`src/rtl/ex_muldiv_unit.sv`:
```
// ex_muldiv_unit: iterative RV32M multiply/divide unit for the EX stage.
// Multiplies use radix-2 shift-add and divides use restoring division.
// Both share one 64-bit accumulator and take one step per cycle.
// Optional build macro MULDIV_FAST_MUL_EN: multiplies complete in a single cycle.
module ex_muldiv_unit #(
    parameter int XLEN  = 32,
    parameter int CNT_W = 5
) (
    input  logic            i_clk,
    input  logic            i_rst,
    input  logic [31:0]     i_instr,
    input  logic [XLEN-1:0] i_rs1,
    input  logic [XLEN-1:0] i_rs2,
    input  logic            i_flush,
    input  logic            i_hold,
    output logic            o_stall,
    output logic            o_busy,
    output logic            o_valid,
    output logic [XLEN-1:0] o_result
);

    typedef enum logic [1:0] {IDLE, BUSY, DONE} state_t;

    state_t            state;
    logic [CNT_W-1:0]  cnt;
    logic [2*XLEN-1:0] acc;      // mul: {partial product, multiplier}; div: {remainder, dividend/quotient}
    logic [XLEN-1:0]   b_q;      // multiplicand or divisor magnitude
    logic [2:0]        op_q;
    logic              neg_q;    // product / quotient sign
    logic              rneg_q;   // remainder sign follows rs1

    function automatic logic [2*XLEN-1:0] neg_dw(input logic [2*XLEN-1:0] v, input logic n);
        return n ? -v : v;
    endfunction

    function automatic logic [XLEN-1:0] neg_w(input logic [XLEN-1:0] v, input logic n);
        return n ? -v : v;
    endfunction

    logic            is_mop;
    logic [2:0]      op;
    logic            a_sgn_op;
    logic            b_sgn_op;
    logic            sa;
    logic            sb;
    logic [XLEN-1:0] a_mag;
    logic [XLEN-1:0] b_mag;
    logic            div_zero;
    logic            div_ovf;
    logic [XLEN-1:0] special_res;

    assign is_mop   = (i_instr[6:0] == 7'b0110011) && (i_instr[31:25] == 7'b0000001);
    assign op       = i_instr[14:12];
    assign a_sgn_op = (op == 3'd1) || (op == 3'd2) || (op == 3'd4) || (op == 3'd6);
    assign b_sgn_op = (op == 3'd1) || (op == 3'd4) || (op == 3'd6);
    assign sa       = a_sgn_op & i_rs1[XLEN-1];
    assign sb       = b_sgn_op & i_rs2[XLEN-1];
    assign a_mag    = sa ? -i_rs1 : i_rs1;
    assign b_mag    = sb ? -i_rs2 : i_rs2;

    // Divide corner cases resolve without iterating
    assign div_zero    = op[2] && (i_rs2 == '0);
    assign div_ovf     = op[2] && !op[0] && (i_rs1 == 32'h8000_0000) && (i_rs2 == 32'hFFFF_FFFF);
    assign special_res = div_zero ? (op[1] ? i_rs1 : '1) : (op[1] ? '0 : 32'h8000_0000);

    assign o_stall = !i_rst && is_mop && !i_flush && (state != DONE);

`ifdef MULDIV_FAST_MUL_EN
    logic signed [XLEN:0]     fa;
    logic signed [XLEN:0]     fb;
    logic signed [2*XLEN+1:0] fprod;
    logic [XLEN-1:0]          fast_res;
    logic                     unused_fast;

    assign fa          = $signed({a_sgn_op & i_rs1[XLEN-1], i_rs1});
    assign fb          = $signed({b_sgn_op & i_rs2[XLEN-1], i_rs2});
    assign fprod       = fa * fb;
    assign fast_res    = (op[1:0] == 2'd0) ? fprod[XLEN-1:0] : fprod[2*XLEN-1:XLEN];
    assign unused_fast = ^fprod[2*XLEN+1:2*XLEN];
`endif

    logic [XLEN:0]     mul_sum;
    logic [XLEN:0]     div_trial;
    logic [XLEN:0]     div_diff;
    logic              div_ge;
    logic [2*XLEN-1:0] acc_step;
    logic [2*XLEN-1:0] prod_fix;
    logic [XLEN-1:0]   fin_res;
    logic              unused_bits;

    assign unused_bits = ^{i_instr[24:15], i_instr[11:7], div_diff[XLEN]};

    // One shift-add or restore step, plus sign fixup of the final step's result
    always_comb begin
        mul_sum   = {1'b0, acc[2*XLEN-1:XLEN]} + (acc[0] ? {1'b0, b_q} : '0);
        div_trial = {acc[2*XLEN-1:XLEN], acc[XLEN-1]};
        div_diff  = div_trial - {1'b0, b_q};
        div_ge    = div_trial >= {1'b0, b_q};
        if (op_q[2]) begin
            acc_step = {(div_ge ? div_diff[XLEN-1:0] : div_trial[XLEN-1:0]), acc[XLEN-2:0], div_ge};
        end else begin
            acc_step = {mul_sum, acc[XLEN-1:1]};
        end
        prod_fix = neg_dw(acc_step, neg_q);
        if (!op_q[2]) begin
            fin_res = (op_q[1:0] == 2'd0) ? prod_fix[XLEN-1:0] : prod_fix[2*XLEN-1:XLEN];
        end else if (op_q[1]) begin
            fin_res = neg_w(acc_step[2*XLEN-1:XLEN], rneg_q);
        end else begin
            fin_res = neg_w(acc_step[XLEN-1:0], neg_q);
        end
    end

    // Control FSM: start/special-case in IDLE, iterate in BUSY, present result in DONE
    always_ff @(posedge i_clk) begin
        if (i_rst) begin
            state    <= IDLE;
            cnt      <= '0;
            acc      <= '0;
            b_q      <= '0;
            op_q     <= '0;
            neg_q    <= 1'b0;
            rneg_q   <= 1'b0;
            o_busy   <= 1'b0;
            o_valid  <= 1'b0;
            o_result <= '0;
        end else if (i_flush) begin
            state   <= IDLE;
            cnt     <= '0;
            o_busy  <= 1'b0;
            o_valid <= 1'b0;
        end else begin
            case (state)
                IDLE: begin
                    if (is_mop) begin
                        acc    <= {{XLEN{1'b0}}, a_mag};
                        b_q    <= b_mag;
                        op_q   <= op;
                        neg_q  <= sa ^ sb;
                        rneg_q <= sa;
                        cnt    <= '0;
                        if (div_zero || div_ovf) begin
                            state    <= DONE;
                            o_valid  <= 1'b1;
                            o_result <= special_res;
                        end
`ifdef MULDIV_FAST_MUL_EN
                        else if (!op[2]) begin
                            state    <= DONE;
                            o_valid  <= 1'b1;
                            o_result <= fast_res;
                        end
`endif
                        else begin
                            state  <= BUSY;
                            o_busy <= 1'b1;
                        end
                    end
                end
                BUSY: begin
                    acc <= acc_step;
                    cnt <= cnt + CNT_W'(1);
                    if (cnt == CNT_W'(XLEN-1)) begin
                        state    <= DONE;
                        o_busy   <= 1'b0;
                        o_valid  <= 1'b1;
                        o_result <= fin_res;
                    end
                end
                DONE: begin
                    if (!i_hold) begin
                        state   <= IDLE;
                        o_valid <= 1'b0;
                    end
                end
                default: begin
                    state   <= IDLE;
                    o_busy  <= 1'b0;
                    o_valid <= 1'b0;
                end
            endcase
        end
    end

endmodule

```
`config.mk`:
```
export PLATFORM = sky130hd
export DESIGN_NAME = ex_muldiv_unit
export DESIGN_NICKNAME = d
export VERILOG_FILES = /design/src/rtl/ex_muldiv_unit.sv
export SDC_FILE = /design/constraint.sdc
export NUM_CORES = 1
export LEC_CHECK = 0
export BUFFER_PORTS_ARGS = -buffer_cell sky130_fd_sc_hd__buf_2
export CAP_MARGIN = 25
export CORE_ASPECT_RATIO = 1.25
export CORE_MARGIN = 2
export CORE_UTILIZATION = 48
export DETAILED_ROUTE_END_ITERATION = 12
export HOLD_SLACK_MARGIN = 0.06
export PLACE_DENSITY = 0.66
export SYNTH_ARGS = -nofsm -noshare
export SYNTH_HDL_FRONTEND = slang
export SYNTH_SLANG_ARGS = --single-unit
export TNS_END_PERCENT = 50
```
`constraint.sdc`:
```
create_clock -name i_clk -period 6.1 [get_ports i_clk]
set_clock_uncertainty 0.1 [all_clocks]
set_input_delay 0.61 -clock i_clk [delete_from_list [all_inputs] [get_ports i_clk]]
set_output_delay 0.61 -clock i_clk [all_outputs]
set_load 0.1 [all_outputs]
```
Word level (Yosys, flattened, before mapping)
Cells that the tools add are included.
{"block": "totals", "register_bits": 142, "latchBits": 0, "n_memories": 0, "output_inout_bits": 35, "ramBits": 0, "input_bits": 100, "word_cells": 106, "mem_bits_ro": 0}
{"block": "op_classes", "multipliers": 0, "add_sub_neg": 8, "n_bitwise": 5, "n_shift": 0, "n_eq_ne": 17, "muxes": 36, "n_div": 0, "magnitude_cmp": 1, "n_reduce_logical": 29}
{"operator": "32-bit 2-to-1 mux", "count": 15}
{"operator": "64-bit 2-to-1 mux", "count": 3}
{"operator": "32-bit negation", "count": 4}
{"operator": "64-bit case mux with 2 select lines", "count": 1}
{"operator": "32-bit == test, second input constant", "count": 2}
{"operator": "64-bit negation", "count": 1}
{"operator": "32-bit case mux with 2 select lines", "count": 1}
{"operator": "32-bit by 32-bit adder with 33-bit output", "count": 1}
{"operator": "33-bit by 32-bit greater-or-equal comparator with 1-bit output", "count": 1}
{"operator": "32-bit logical NOT", "count": 1}
{"operator": "32-bit subtractor", "count": 1}
{"operator": "2-bit inequality test, second input constant", "count": 6}
{"operator": "5-bit case mux with 2 select lines", "count": 1}
{"operator": "3-bit AND reduction", "count": 3}
{"operator": "1-bit logical AND", "count": 8}
{"operator": "2-bit 2-to-1 mux", "count": 4}
{"operator": "4-bit AND reduction", "count": 2}
{"operator": "7-bit by 1-bit == test with 1-bit output, second input constant", "count": 1}
{"operator": "7-bit by 6-bit == test with 1-bit output, second input constant", "count": 1}
{"operator": "1-bit 2-to-1 mux", "count": 7}
{"operator": "3-bit == test, second input constant", "count": 2}
{"operator": "1-bit logical OR", "count": 6}
{"operator": "1-bit case mux with 3 select lines", "count": 2}
{"operator": "2-bit case mux with 3 select lines", "count": 1}
{"operator": "16 further kinds", "count": 21}

Logic depth before layout (Yosys ltp)
{"block": "depth", "ltp_word": 9, "mapped_depth": 27, "depth_no_buf": 22}

Least setup slack after synthesis
OpenSTA, ideal clock, no wires.
{"block": "synth_timing", "kind": "reg-to-reg", "startpoint": "register op_q[2]", "endpoint": "register o_result[28]", "setup_time_ns": 0.112, "path_buffers": 11, "stages_incl_launch_ff": 26, "t_required_ns": 5.888, "t_arrival_ns": 5.352, "period_less_slack_ns": 5.564, "path_slack_ns": 0.536, "path_cell_list": "dfxtp_1 buf_2 buf_2 buf_4 buf_2 buf_2 buf_1 buf_2 buf_2 clkbuf_1 a21oi_1 inv_1 ha_1 o211ai_1 or2_2 clkbuf_1 or2_1 clkbuf_1 or3_1 or2_2 nor4_4 nand2_1 o41ai_2 xnor2_1 a221oi_2 a2111oi_1"}
{"block": "synth_between", "elab_chain_len": 7, "word_cells_on_any_way": 12, "cone_classes": "add/sub: 3; mux: 9"}
{"element": "start: declaration", "line_no": "28", "source": "logic [2:0] op_q;"}
{"element": "start signal: assignment", "line_no": "138", "source": "op_q <= op;"}
{"element": "64-bit 2-to-1 mux", "line_no": "99", "source": "if (op_q[2]) begin"}
{"element": "64-bit negation / 32-bit negation (equally long branches)", "line_no": "33, 37"}
{"element": "64-bit 2-to-1 mux / 32-bit 2-to-1 mux (equally long branches)", "line_no": "33, 37"}
{"element": "32-bit 2-to-1 mux (on tied branches)", "line_no": "106, 107"}
{"element": "32-bit 2-to-1 mux (*)", "line_no": "105", "source": "if (!op_q[2]) begin"}
{"element": "32-bit 2-to-1 mux (*)", "line_no": "163", "source": "if (cnt == CNT_W'(XLEN-1)) begin"}
{"element": "32-bit case mux with 2 select lines (*)", "line_no": "133", "source": "case (state)"}
{"element": "end signal: assignment", "line_no": "145", "source": "o_result <= special_res;"}
{"element": "end signal: assignment", "line_no": "167", "source": "o_result <= fin_res;"}
{"element": "end: declaration", "line_no": "19", "source": "output logic [XLEN-1:0] o_result"}
Every way passes the cells marked *; elsewhere a longest branch is shown, timed or not. The select of a mux whose other input is x is not followed.
A chain may end at the register's enable or synchronous reset.

Final worst setup path
{"block": "layout_timing", "startpoint": "register b_q[8]", "endpoint": "register o_result[28]"}
{"block": "layout_between", "elab_chain_len": 9, "word_cells_on_any_way": 17, "cone_classes": "add/sub: 5; order compare: 1; mux: 11"}
{"element": "start: declaration", "line_no": "27", "source": "logic [XLEN-1:0] b_q;"}
{"element": "start signal: assignment", "line_no": "137", "source": "b_q <= b_mag;"}
{"element": "32-bit 2-to-1 mux (tied with other cells)", "line_no": "95", "source": "mul_sum = {1'b0, acc[2*XLEN-1:XLEN]} + (acc[0] ? {1'b0, b_q} : '0);"}
{"element": "32-bit by 32-bit adder with 33-bit output / 32-bit 2-to-1 mux (equally long branches)", "line_no": "95, 100"}
{"element": "64-bit 2-to-1 mux (*)", "line_no": "99"}
{"element": "64-bit negation / 32-bit negation (equally long branches)", "line_no": "33, 37"}
{"element": "64-bit 2-to-1 mux / 32-bit 2-to-1 mux (equally long branches)", "line_no": "33, 37"}
{"element": "32-bit 2-to-1 mux (on tied branches)", "line_no": "106, 107"}
{"element": "32-bit 2-to-1 mux (*)", "line_no": "105"}
{"element": "32-bit 2-to-1 mux (*)", "line_no": "163"}
{"element": "32-bit case mux with 2 select lines (*)", "line_no": "133"}
Marked as above.

==> Implementation_results.wiki <==
{| class="wikitable"
! Metric !! Value
|-
| Highest net fanout along the worst path || 7
|-
| Number of nets in the finished design || 2405
|-
| Most Used Layer, Global Route || met2
|-
| Clock insertion delay at the later pin of the skew report || 0.47 ns
|-
| Net switching power of the design || roughly 0.6 mW
|-
| Relative slew slack || 0.313
|-
| Run status || finished clean
|-
| Met1 track demand over resource in global routing || 0.422
|-
| Worst Slack Setup Final || 0.449 ns
|-
| Register cell area after layout || 2850 µm²
|-
| H-tree lvl count || 4
|-
| Setup slack at placement || just under 0.5 ns
|-
| All-Layer GR Usage || 0.360
|-
| Clock tree from TritonCTS || done
|-
| Detailed-placement wirelength estimate || 47000 µm
|-
| Initial antenna violation count || 0
|-
| Violation count after the first detailed-route iteration || 1587
|-
| DRC violation count after routing || 0
|-
| Clock network fraction of design power || 0.507
|-
| Sinks on Clock Net || 142
|-
| Post-synth design cell area || between 15000 and 20000 µm²
|-
| Logic gate share of total power || 0.074
|-
| Global-route wire length before repair || 93500 µm
|-
| Largest net degree at the start of global routing || 96
|-
| Fin crit period || 5.65 ns
|-
| Maximum Capacitance Violations || 0
|-
| Proportion of layout cells with a drive suffix above 1 || 0.140
|-
| Via density per instance || 6.56
|-
| Internal power consumption || 1.60 mW
|-
| Final hold violations || 0
|-
| Fraction of the mapped netlist area in adder cells || 0.0595
|-
| Setup crit start kind || flip-flop
|-
| Data required time of the worst path || about 6.4 ns
|-
| Register clock-pin slew on the reported worst setup and hold paths || 0.07 ns
|-
| Initial DRT Pass Iterations || 5
|-
| Actual slew at the worst max-slew pin || 1.00 ns
|-
| Antenna Diode Count || 0
|-
| Start point of the critical path || b_q[8]
|-
| Share of flip-flops with an asynchronous set or reset after synthesis || 0
|-
| Area fraction in compound gates after synthesis || 0.322
|-
| Sequential fraction of design power || 0.419
|-
| CTS Root Buffer Type || sky130_fd_sc_hd__clkbuf_16
|-
| Placed Cells || 2621
|-
| Core area || 31900 µm²
|-
| Main combinational cell family by area after synthesis || compound AO/OA/AOI/OAI gates
|-
| Final critical-path share of the clock period || 0.926
|-
| Cells after Synth || 2173
|-
| Accumulated negative setup slack || 0 ns
|-
| Pwr/cell area || approximately 130 nW/µm²
|-
| Fraction of synthesized cell area in xor and xnor cells || 0.0881
|-
| Total of fill cells in the finished design || 3136
|-
| Total of flip-flops plus latches after synthesis || 142
|-
| Worst EP arrival || 5.91 ns
|-
| Avg Synthesized Cell Area || 7.18 µm²
|-
| Floorplan die height || 206 µm
|-
| Die width || 165 µm
|-
| Count of cell types in the netlist || 108
|-
| Hold buffer count at CTS || 0
|-
| Max-slew violation count || 0
|-
| Most common cell after layout, fill and taps aside || sky130_fd_sc_hd__nor2_1
|-
| Starting utilization of the core area || 0.490
|-
| Met3 GRT Util || 0.0542
|-
| I/O pins || 135
|-
| Number of enable flip-flop cells after synthesis || 0
|-
| Sequential fraction of the synthesis area || 0.182
|-
| Sort of element at the end of the critical path || flip-flop
|-
| Count of buffers from port buffering || about 120
|-
| Most frequent cells in the layout || sky130_fd_sc_hd__nor2_1, sky130_fd_sc_hd__nand2_1, sky130_fd_sc_hd__a21oi_1, sky130_fd_sc_hd__dfxtp_1, sky130_fd_sc_hd__o21ai_0
|-
| Setup violation total in the final timing report || 0
|-
| Area taken by multi-input logic gates || 11900 µm²
|-
| Post-cts repair resize count || 0
|-
| Routed wire length || around 61000 µm
|-
| Multiplexer fraction of the synthesized cell area || 0.0345
|-
| Kind of critical path || flip-flop to flip-flop
|-
| Number of buffers inserted by post-CTS setup repair || 0
|-
| Switching share of power || 0.275
|-
| Number of global-route vias before repair || 16378
|-
| Residual overflow from global routing || 0
|-
| Startpoint of the lowest-slack register-to-register path || b_q[8]
|-
| Min-Delay Startpoint || i_hold
|-
| Simple-gate share of the synthesized area || 0.258
|-
| Peak supply drop || 190 µV
|-
| CTS Buffer Depth || 2
|-
| Die area || 34000 µm²
|-
| Global Route met2 Usage || 0.585
|-
| Detailed-route via count || 17429
|-
| HP Class || primary input to flip-flop
|-
| Power, Total || roughly 2.2 mW
|-
| Setup repair after global routing missed its margin || no
|-
| Wirelength per Cell || approximately 23 µm
|-
| Synth warn || 0
|-
| Leading register cell type out of synthesis || sky130_fd_sc_hd__dfxtp_1
|-
| Number of rows in the core area || 73
|-
| Final std cells w/o fill || 2657
|-
| Layout overhead on the synthesized area || 10.6%
|-
| Number of nets produced by synthesis || 2346
|-
| Static leakage power || approximately 6.8 nW
|-
| Detail Route Antenna Nets || 0
|-
| Clock buffer count from CTS || 17
|-
| Gp weighted congestion || a little over 1
|-
| Highest Clock Rate || between 0.15 and 0.2 GHz
|}
==> final timing paths <==
path / end / slack (ns) / cells after the start
hold reg to reg: o_result[17] / 0.35 / 1
setup reg to reg: o_result[28] / 0.45 / 21
setup / recovery: o_result[28] / 0.45 / 21
hold / removal: state[1] / 0.32 / 3
==> final cells by class <==
class / instances / area share
multi-input cells: 1816 / 0.690
inverters: 68 / 0.0148
repair buffers: 187 / 0.0652
clock inverters: 14 / 0.0101
clock buffers: 18 / 0.0249
flip-flops and latches: 142 / 0.165
well taps: 412 / 0.0299
==> power groups by stage <==
| stage | clock (mW) | combinational [mW] | sequential (mW) |
|---|---|---|---|
| floorplan | 0 | 0.0841 | 0.948 |
| global placement | 0 | 0.156 | 0.947 |
| detailed placement | 0 | 0.158 | 0.947 |
| CTS | 1.13 | 0.158 | 0.926 |
| global route | 1.17 | 0.178 | 0.926 |
| finish | 1.12 | 0.163 | 0.926 |
==> sequential cells by signal, indices dropped and copies added, names as in the netlist <==
register  cells
neg_q         1
o_valid       1
state         2
b_q          32
rneg_q        1
o_result     32
cnt           5
acc          64
op_q          3
o_busy        1
==> synthesized netlist by cell type, types with 27 or more instances <==
cell type / instances / share of area
sky130_fd_sc_hd__nor2_1: 252 / 0.061
sky130_fd_sc_hd__nand2_1: 184 / 0.044
sky130_fd_sc_hd__a21oi_1: 159 / 0.051
sky130_fd_sc_hd__dfxtp_1: 142 / 0.18
sky130_fd_sc_hd__o21ai_0: 129 / 0.041
sky130_fd_sc_hd__clkbuf_1: 95 / 0.023
sky130_fd_sc_hd__xnor2_1: 79 / 0.044
sky130_fd_sc_hd__xor2_1: 78 / 0.044
sky130_fd_sc_hd__ha_1: 71 / 0.057
sky130_fd_sc_hd__nor3_1: 69 / 0.022
sky130_fd_sc_hd__inv_1: 67 / 0.016
sky130_fd_sc_hd__o211ai_1: 61 / 0.029
sky130_fd_sc_hd__nand3_1: 57 / 0.018
sky130_fd_sc_hd__a211oi_1: 56 / 0.027
sky130_fd_sc_hd__and2_1: 42 / 0.017
sky130_fd_sc_hd__a22oi_1: 38 / 0.018
sky130_fd_sc_hd__a21o_1: 37 / 0.018
sky130_fd_sc_hd__nand4_1: 36 / 0.014
sky130_fd_sc_hd__mux2i_1: 32 / 0.021
sky130_fd_sc_hd__buf_2: 30 / 0.0096
sky130_fd_sc_hd__or3_1: 27 / 0.011
==> worst max-delay path, cell delays in order, from the launching register on <==
cell,delay (ns)
sky130_fd_sc_hd__dfxtp_1,0.37
sky130_fd_sc_hd__inv_1,0.06
sky130_fd_sc_hd__ha_1,0.36
sky130_fd_sc_hd__a21oi_1,0.30
sky130_fd_sc_hd__o21ai_0,0.25
sky130_fd_sc_hd__a22o_1,0.31
sky130_fd_sc_hd__o311a_2,0.40
sky130_fd_sc_hd__nor2_4,0.16
sky130_fd_sc_hd__a21oi_1,0.11
sky130_fd_sc_hd__inv_1,0.09
sky130_fd_sc_hd__ha_1,0.20
sky130_fd_sc_hd__o211ai_1,0.11
sky130_fd_sc_hd__or2_2,0.31
sky130_fd_sc_hd__or2_1,0.26
sky130_fd_sc_hd__or3_1,0.42
sky130_fd_sc_hd__or2_2,0.37
sky130_fd_sc_hd__nor4_4,0.21
sky130_fd_sc_hd__nand2_1,0.14
sky130_fd_sc_hd__o41ai_2,0.33
sky130_fd_sc_hd__xnor2_1,0.20
sky130_fd_sc_hd__a221oi_2,0.10
sky130_fd_sc_hd__a2111oi_1,0.35
==> per-layer routing <==
metal	wire, µm	vias to the layer above	share of wire
met3	3870	225	0.063
met5	0	-	0
met4	5430	0	0.089
met1	23700	8210	0.39
li1	-	8223	-
met2	27900	771	0.46
==> through the flow <==
step | utilization | area, µm² | hold slack (ns)
floorplan | - | 15600 | 0.356
global placement | 0.521 | 16600 | 0.332
detailed placement | 0.521 | 16600 | 0.340
CTS | 0.540 | 17200 | 0.322
global route | 0.542 | 17300 | 0.336
finish | 0.542 | 17300 | 0.320
==> logic make-up after synthesis <==
logic type | count (synthesis)
buffers and inverters | 215
XOR/XNOR | 157
AND/OR/NAND/NOR | 813
adder cells (fa/ha/maj) | 73
flip-flops | 142
AO/OA/AOI/OAI | 722
multiplexers | 51
No activity file was read; power rests on OpenSTA's default activity.
